### config.mk
export PLATFORM = sky130hd
export DESIGN_NAME = current_update
export DESIGN_NICKNAME = d
export VERILOG_FILES = /design/src/rtl/current_update.sv
export SDC_FILE = /design/constraint.sdc
export NUM_CORES = 1
export LEC_CHECK = 0
export ABC_AREA = 1
export CAP_MARGIN = 20
export CORE_MARGIN = 2
export CORE_UTILIZATION = 57
export CTS_BUF_LIST = sky130_fd_sc_hd__clkbuf_8
export DETAILED_ROUTE_END_ITERATION = 7
export PLACE_DENSITY_LB_ADDON = 0.12
export SETUP_SLACK_MARGIN = 0.02
export SLEW_MARGIN = 20
export SYNTH_ARGS = -nofsm -noshare
export SYNTH_HDL_FRONTEND = slang
export SYNTH_SLANG_ARGS = --single-unit
export TNS_END_PERCENT = 30
### constraint.sdc
create_clock -name clk -period 3 [get_ports clk]
set_input_delay 0.75 -clock clk [delete_from_list [all_inputs] [get_ports clk]]
set_output_delay 0.75 -clock clk [all_outputs]
set_load 0.01 [all_outputs]
### src/rtl/current_update.sv
// current_update: double-buffered neuron current store.
// Two banks of DEPTH x DATA_W words; a bank-select bit picks the "current"
// bank (read-only) and the other is the "next" bank (written during a timestep).
// swap toggles the select and clears the bank that becomes next.
// Optional feature: define CURRENT_UPDATE_ACCUM_EN to make next-bank writes
// saturating signed accumulates instead of overwrites.
module current_update #(
   parameter int unsigned TAG_W  = 1,
   parameter int unsigned DATA_W = 17
) (
   input  logic              clk,
   input  logic              asyn_reset,
   input  logic              swap,
   input  logic              i_next_write_en,
   input  logic [TAG_W-1:0]  i_next_write_tag,
   input  logic [DATA_W-1:0] i_next_write_value,
   input  logic [TAG_W-1:0]  i_read_tag,
   input  logic [TAG_W-1:0]  i_next_read_tag,
   output logic [DATA_W-1:0] i_read_value,
   output logic [DATA_W-1:0] i_next_read_value
);

   localparam int unsigned DEPTH = 2**TAG_W;

   typedef logic [DATA_W-1:0] word_t;

   word_t bank0_q [DEPTH];
   word_t bank1_q [DEPTH];
   word_t bank0_d [DEPTH];
   word_t bank1_d [DEPTH];
   logic  sel_q;
   logic  sel_d;
   word_t next_old;
   word_t next_new;

`ifdef CURRENT_UPDATE_ACCUM_EN
   localparam word_t SAT_MAX = {1'b0, {(DATA_W-1){1'b1}}};
   localparam word_t SAT_MIN = {1'b1, {(DATA_W-1){1'b0}}};

   // Signed add with clamping to the most positive / most negative word.
   function automatic word_t sat_add(input word_t a, input word_t b);
      logic [DATA_W:0] s;
      s = {a[DATA_W-1], a} + {b[DATA_W-1], b};
      if (s[DATA_W] != s[DATA_W-1]) begin
         return s[DATA_W] ? SAT_MIN : SAT_MAX;
      end
      return s[DATA_W-1:0];
   endfunction
`endif

   // Combinational reads: sel_q=0 means bank0 is current, bank1 is next.
   always_comb begin
      i_read_value      = '0;
      i_next_read_value = '0;
      if (sel_q) begin
         i_read_value      = bank1_q[i_read_tag];
         i_next_read_value = bank0_q[i_next_read_tag];
      end else begin
         i_read_value      = bank0_q[i_read_tag];
         i_next_read_value = bank1_q[i_next_read_tag];
      end
   end

   // Value to be stored into the addressed next-bank entry.
   always_comb begin
      next_old = sel_q ? bank0_q[i_next_write_tag] : bank1_q[i_next_write_tag];
`ifdef CURRENT_UPDATE_ACCUM_EN
      next_new = sat_add(next_old, i_next_write_value);
`else
      next_new = i_next_write_value;
`endif
   end

   // Next-state: write lands in the pre-swap next bank, then swap clears the
   // old current bank, so a same-edge write ends up visible as current.
   always_comb begin
      bank0_d = bank0_q;
      bank1_d = bank1_q;
      sel_d   = sel_q;
      if (i_next_write_en) begin
         if (sel_q) bank0_d[i_next_write_tag] = next_new;
         else       bank1_d[i_next_write_tag] = next_new;
      end
      if (swap) begin
         sel_d = ~sel_q;
         for (int unsigned i = 0; i < DEPTH; i++) begin
            if (sel_q) bank1_d[i] = '0;
            else       bank0_d[i] = '0;
         end
      end
   end

   // State registers with asynchronous clear of both banks and the select.
   always_ff @(posedge clk or posedge asyn_reset) begin
      if (asyn_reset) begin
         sel_q <= 1'b0;
         for (int unsigned i = 0; i < DEPTH; i++) begin
            bank0_q[i] <= '0;
            bank1_q[i] <= '0;
         end
      end else begin
         sel_q <= sel_d;
         for (int unsigned i = 0; i < DEPTH; i++) begin
            bank0_q[i] <= bank0_d[i];
            bank1_q[i] <= bank1_d[i];
         end
      end
   end

endmodule

==> results of run 1 <==
==> state kept, by name (all words and copies together), names as in the netlist <==
signal,flops
bank0_q,34
sel_q,1
bank1_q,34
==> power groups by stage <==
stage	registers, uW	logic [uW]	clock network [uW]
floorplan	1550	1690	0
global placement	1660	2400	0
detailed placement	1670	2480	0
CTS	1660	2510	961
global route	1720	2830	1010
finish	1670	2490	952
==> layer usage <==
| metal | part of all wire (%) | vias to the layer above | track usage, % |
|---|---|---|---|
| li1 | - | 2013 | - |
| met1 | 45 | 1822 | 33.5 |
| met2 | 49 | 77 | 44.7 |
| met3 | 4.0 | 15 | 6.09 |
| met4 | 1.6 | 0 | 9.09 |
| met5 | 0 | - | 0 |
==> through the flow <==
step	power [uW]	hold WS, ns
5_1_grt	5570	0.620
4_1_cts	5130	0.592
2_1_floorplan	3240	0.547
6_report	5110	0.589
3_3_place_gp	4060	0.564
3_5_place_dp	4160	0.568
==> worst min-delay path by stage <==
stage,startpoint,to,slack (ns),cells past startpoint
2_1_floorplan,bank0_q[14],bank0_q[14],0.55,4
3_5_place_dp,bank0_q[10],bank0_q[10],0.57,4
5_1_grt,bank0_q[0],bank0_q[0],0.62,4
3_3_place_gp,bank0_q[6],bank0_q[6],0.56,4
4_1_cts,bank1_q[2],bank1_q[2],0.59,4
6_report,bank0_q[0],bank0_q[0],0.59,4
==> layout by cell type, fill, tap and decap left out <==
cell / Yosys / layout
nand2_1: 205 / 205
nor2_1: 136 / 136
inv_1: 70 / 69
dfrtp_1: 69 / 68
clkdlybuf4s50_1: 0 / 55
a21oi_1: 34 / 34
o21ai_0: 34 / 34
o211ai_1: 34 / 34
clkbuf_8: 0 / 10
buf_4: 1 / 7
nand3_2: 4 / 4
buf_12: 0 / 4
bufinv_16: 0 / 3
inv_2: 1 / 2
clkinvlp_4: 0 / 2
buf_2: 27 / 2
nand2_2: 1 / 1
xor2_1: 1 / 1
clkinv_2: 0 / 1
dfrtp_4: 0 / 1
==> layout make-up <==
cell class                      instances  area [um2]  share of cell area (%)
Tap cell                               99         124                    2.48
Timing Repair Buffer                   68         693                    13.9
Inverter                               71         267                    5.34
Clock buffer                           10         138                    2.76
Sequential cell                        69        1730                    34.7
Clock inverter                          6         110                    2.21
Multi-Input combinational cell        449        1930                    38.7
==> cells in the mapped netlist <==
cell type / n
buf_6: 3
a21oi_1: 34
nand2_2: 1
nand3_2: 4
buf_4: 1
xor2_1: 1
inv_1: 70
nand2_1: 205
inv_2: 1
o21ai_0: 34
dfrtp_1: 69
clkbuf_1: 9
o211ai_1: 34
buf_2: 27
nor2_1: 136
==> worst max-delay path, cell delays in order (launching register included) <==
cell,delay (ns)
dfrtp_4,0.62
buf_4,0.27
a21oi_1,0.13
o21ai_0,0.09
nand2_1,0.08
clkdlybuf4s50_1,0.54
==> logic make-up (layout without fill, tap and decap cells) <==
family,Yosys count,count (layout),share of synthesized area [%]
xor gates and xnor gates,1,1,0.212
buffers and inverters,111,155,11.5
DFF,69,69,41.8
and+or+nand+nor,346,346,32.1
AOI/OAI and AO/OA,102,102,14.4
==> repair_timing <==
action	4_1_cts	5_1_grt
setup endpoints to repair	0	10
endpoints found under the hold margin	0	0
resized for setup	0	1
==> results.py, run 1 <==
metrics = {
    "setup_path": {
        "crit_required_ns": 2.25,
        "startpoint": "sel_q",
        "start_kind": "register",
        "critPathArrivalTime_ns": 2.09,
        "crit_end": "i_next_read_value[5]",
        "worstSetupPathType": "reg2out",
        "worst-path-max-fanout": 27,
        "r2r_start": "sel_q",
        "rr_endpoint": "bank0_q[25]",
        "rr_worst_depth": 5,
        "worstSetupEndpointType": "primary output",
        "rrSetupSlack_ns": 1.01,
    },
    "pwr": {
        "internal-power_uw": 3050,
        "pwr-share-comb_pct": 48.7,
        "switching_share_pct": 40.3,
        "ir_drop_mv": 0.543,
        "power.switching_uw": 2060,
        "pwr-share-seq_pct": 32.6,
        "power.leakage_uw": 0.00277,
        "p_per_area_mw_per_mm2": 1020,
        "pwr-share-clk_pct": 18.6,
    },
    "drt": {
        "drtIter0Drc": 305,
        "drc": 0,
        "vias_per_cell": 5.09,
        "firstDrtPassIters": 4,
        "vias": 3927,
        "routed_wl_mm": 9.81,
        "wire_per_inst_um": 12.7,
        "antenna_left": 0,
    },
    "floorplan": {
        "die_area_mm2": 0.00795,
        "fp.dieW_um": 89.2,
        "row_count": 31,
        "dieHeight_um": 89.2,
        "core-area_mm2": 0.00714,
        "ios": 58,
        "start_util_pct": 57.9,
    },
    "sta": {
        "timing.final.crit_period_ns": 2.84,
        "fmax_mhz": 352,
        "fin_skew_ns": 0.00604,
        "finalHoldViolCount": 0,
        "slew_viol_final": 0,
        "setup_viol": 0,
        "worstMarginPinSlew_ns": 0.762,
        "fin_ws_ns": 0.159,
        "tns_ns": 0,
        "rsz0062_at_grt": "false",
        "period_share_pct": 94.7,
        "relSlewSlack_pct": 49.0,
    },
    "placement": {
        "dpl.cell_count": 756,
        "dp_slack_ns": 0.267,
        "place.gp.congestion": 0.780,
        "placed_cell_area_mm2": 0.00474,
        "io_buffers": 57,
        "hpwl_mm": 5.97,
    },
    "yosys": {
        "yosysWarningCount": 0,
        "synth.top_cell.area_share_pct": 41.8,
        "netlist_top_cells_area": "dfrtp_1 42%, nand2_1 19%, nor2_1 12%, inv_1 6.4%, o211ai_1 6.2%",
        "synth_cell_type_count": 15,
        "ys_seq_area_share_pct": 41.8,
        "synthesis.area_mm2": 0.00413,
        "ys_ff_latch": 69,
        "synth_fp_nets": 653,
        "synth_top_cell_by_area": "dfrtp_1",
        "syn_inst": 629,
        "syn_avg_cell_area_um2": 6.57,
    },
    "global_routing": {
        "overflow": 0,
        "antenna_found_initial": 0,
        "grt_max_degree": 69,
        "grt_pass1_wl_mm": 16.3,
        "track_usage_pct": 26.5,
        "grt_pass1_vias": 3546,
    },
    "clock_network": {
        "clkTransAtPathRegs_ns": 0.07,
        "clockBufferDepth": 2,
        "clk_latency_ns": 0.35,
        "h-tree-depth": 3,
        "clock-root-buffer": "clkbuf_8",
        "hold_buffers": 0,
        "cts_made_buffers": 9,
        "cts_tree": "yes",
        "cts_setup_buffers": 0,
        "cts_sinks": 69,
    },
    "outcome": {
        "status": "finished clean",
    },
    "flow_run": {
        "max-cap-violations": 0,
    },
    "finish": {
        "drive_gt1_share_pct": 5.50,
        "syn_to_final_growth_pct": 20.8,
        "fin_util_pct": 70.0,
        "stdcell_area_mm2": 0.00499,
        "nFillCells": 619,
        "fin_cells": 772,
        "nNetsFinal": 692,
        "n_antenna_cell": 0,
    },
    "hold_path": {
        "hp-class": "reg2reg",
    },
}
No activity file was read; power rests on OpenSTA's default activity.
==> inputs of run 2 (changes only) <==
--- a/config.mk
+++ b/config.mk
@@ -6,6 +6,7 @@
 export NUM_CORES = 1
 export LEC_CHECK = 0
 export ABC_AREA = 1
+export ABC_CLOCK_PERIOD_IN_PS = 3000
 export CAP_MARGIN = 20
 export CORE_MARGIN = 2
 export CORE_UTILIZATION = 57
==> results of run 2 <==
Same layout as run 1: the final DEF is identical, and so are final timing and power.
==> inputs of run 3 (changes only) <==
--- a/config.mk
+++ b/config.mk
@@ -11,6 +11,7 @@
 export CORE_MARGIN = 2
 export CORE_UTILIZATION = 57
 export CTS_BUF_LIST = sky130_fd_sc_hd__clkbuf_8
+export CTS_CLUSTER_SIZE = 16
 export DETAILED_ROUTE_END_ITERATION = 7
 export PLACE_DENSITY_LB_ADDON = 0.12
 export SETUP_SLACK_MARGIN = 0.02
==> results of run 3 <==
Same layout as run 1: the final DEF is identical, and so are final timing and power.
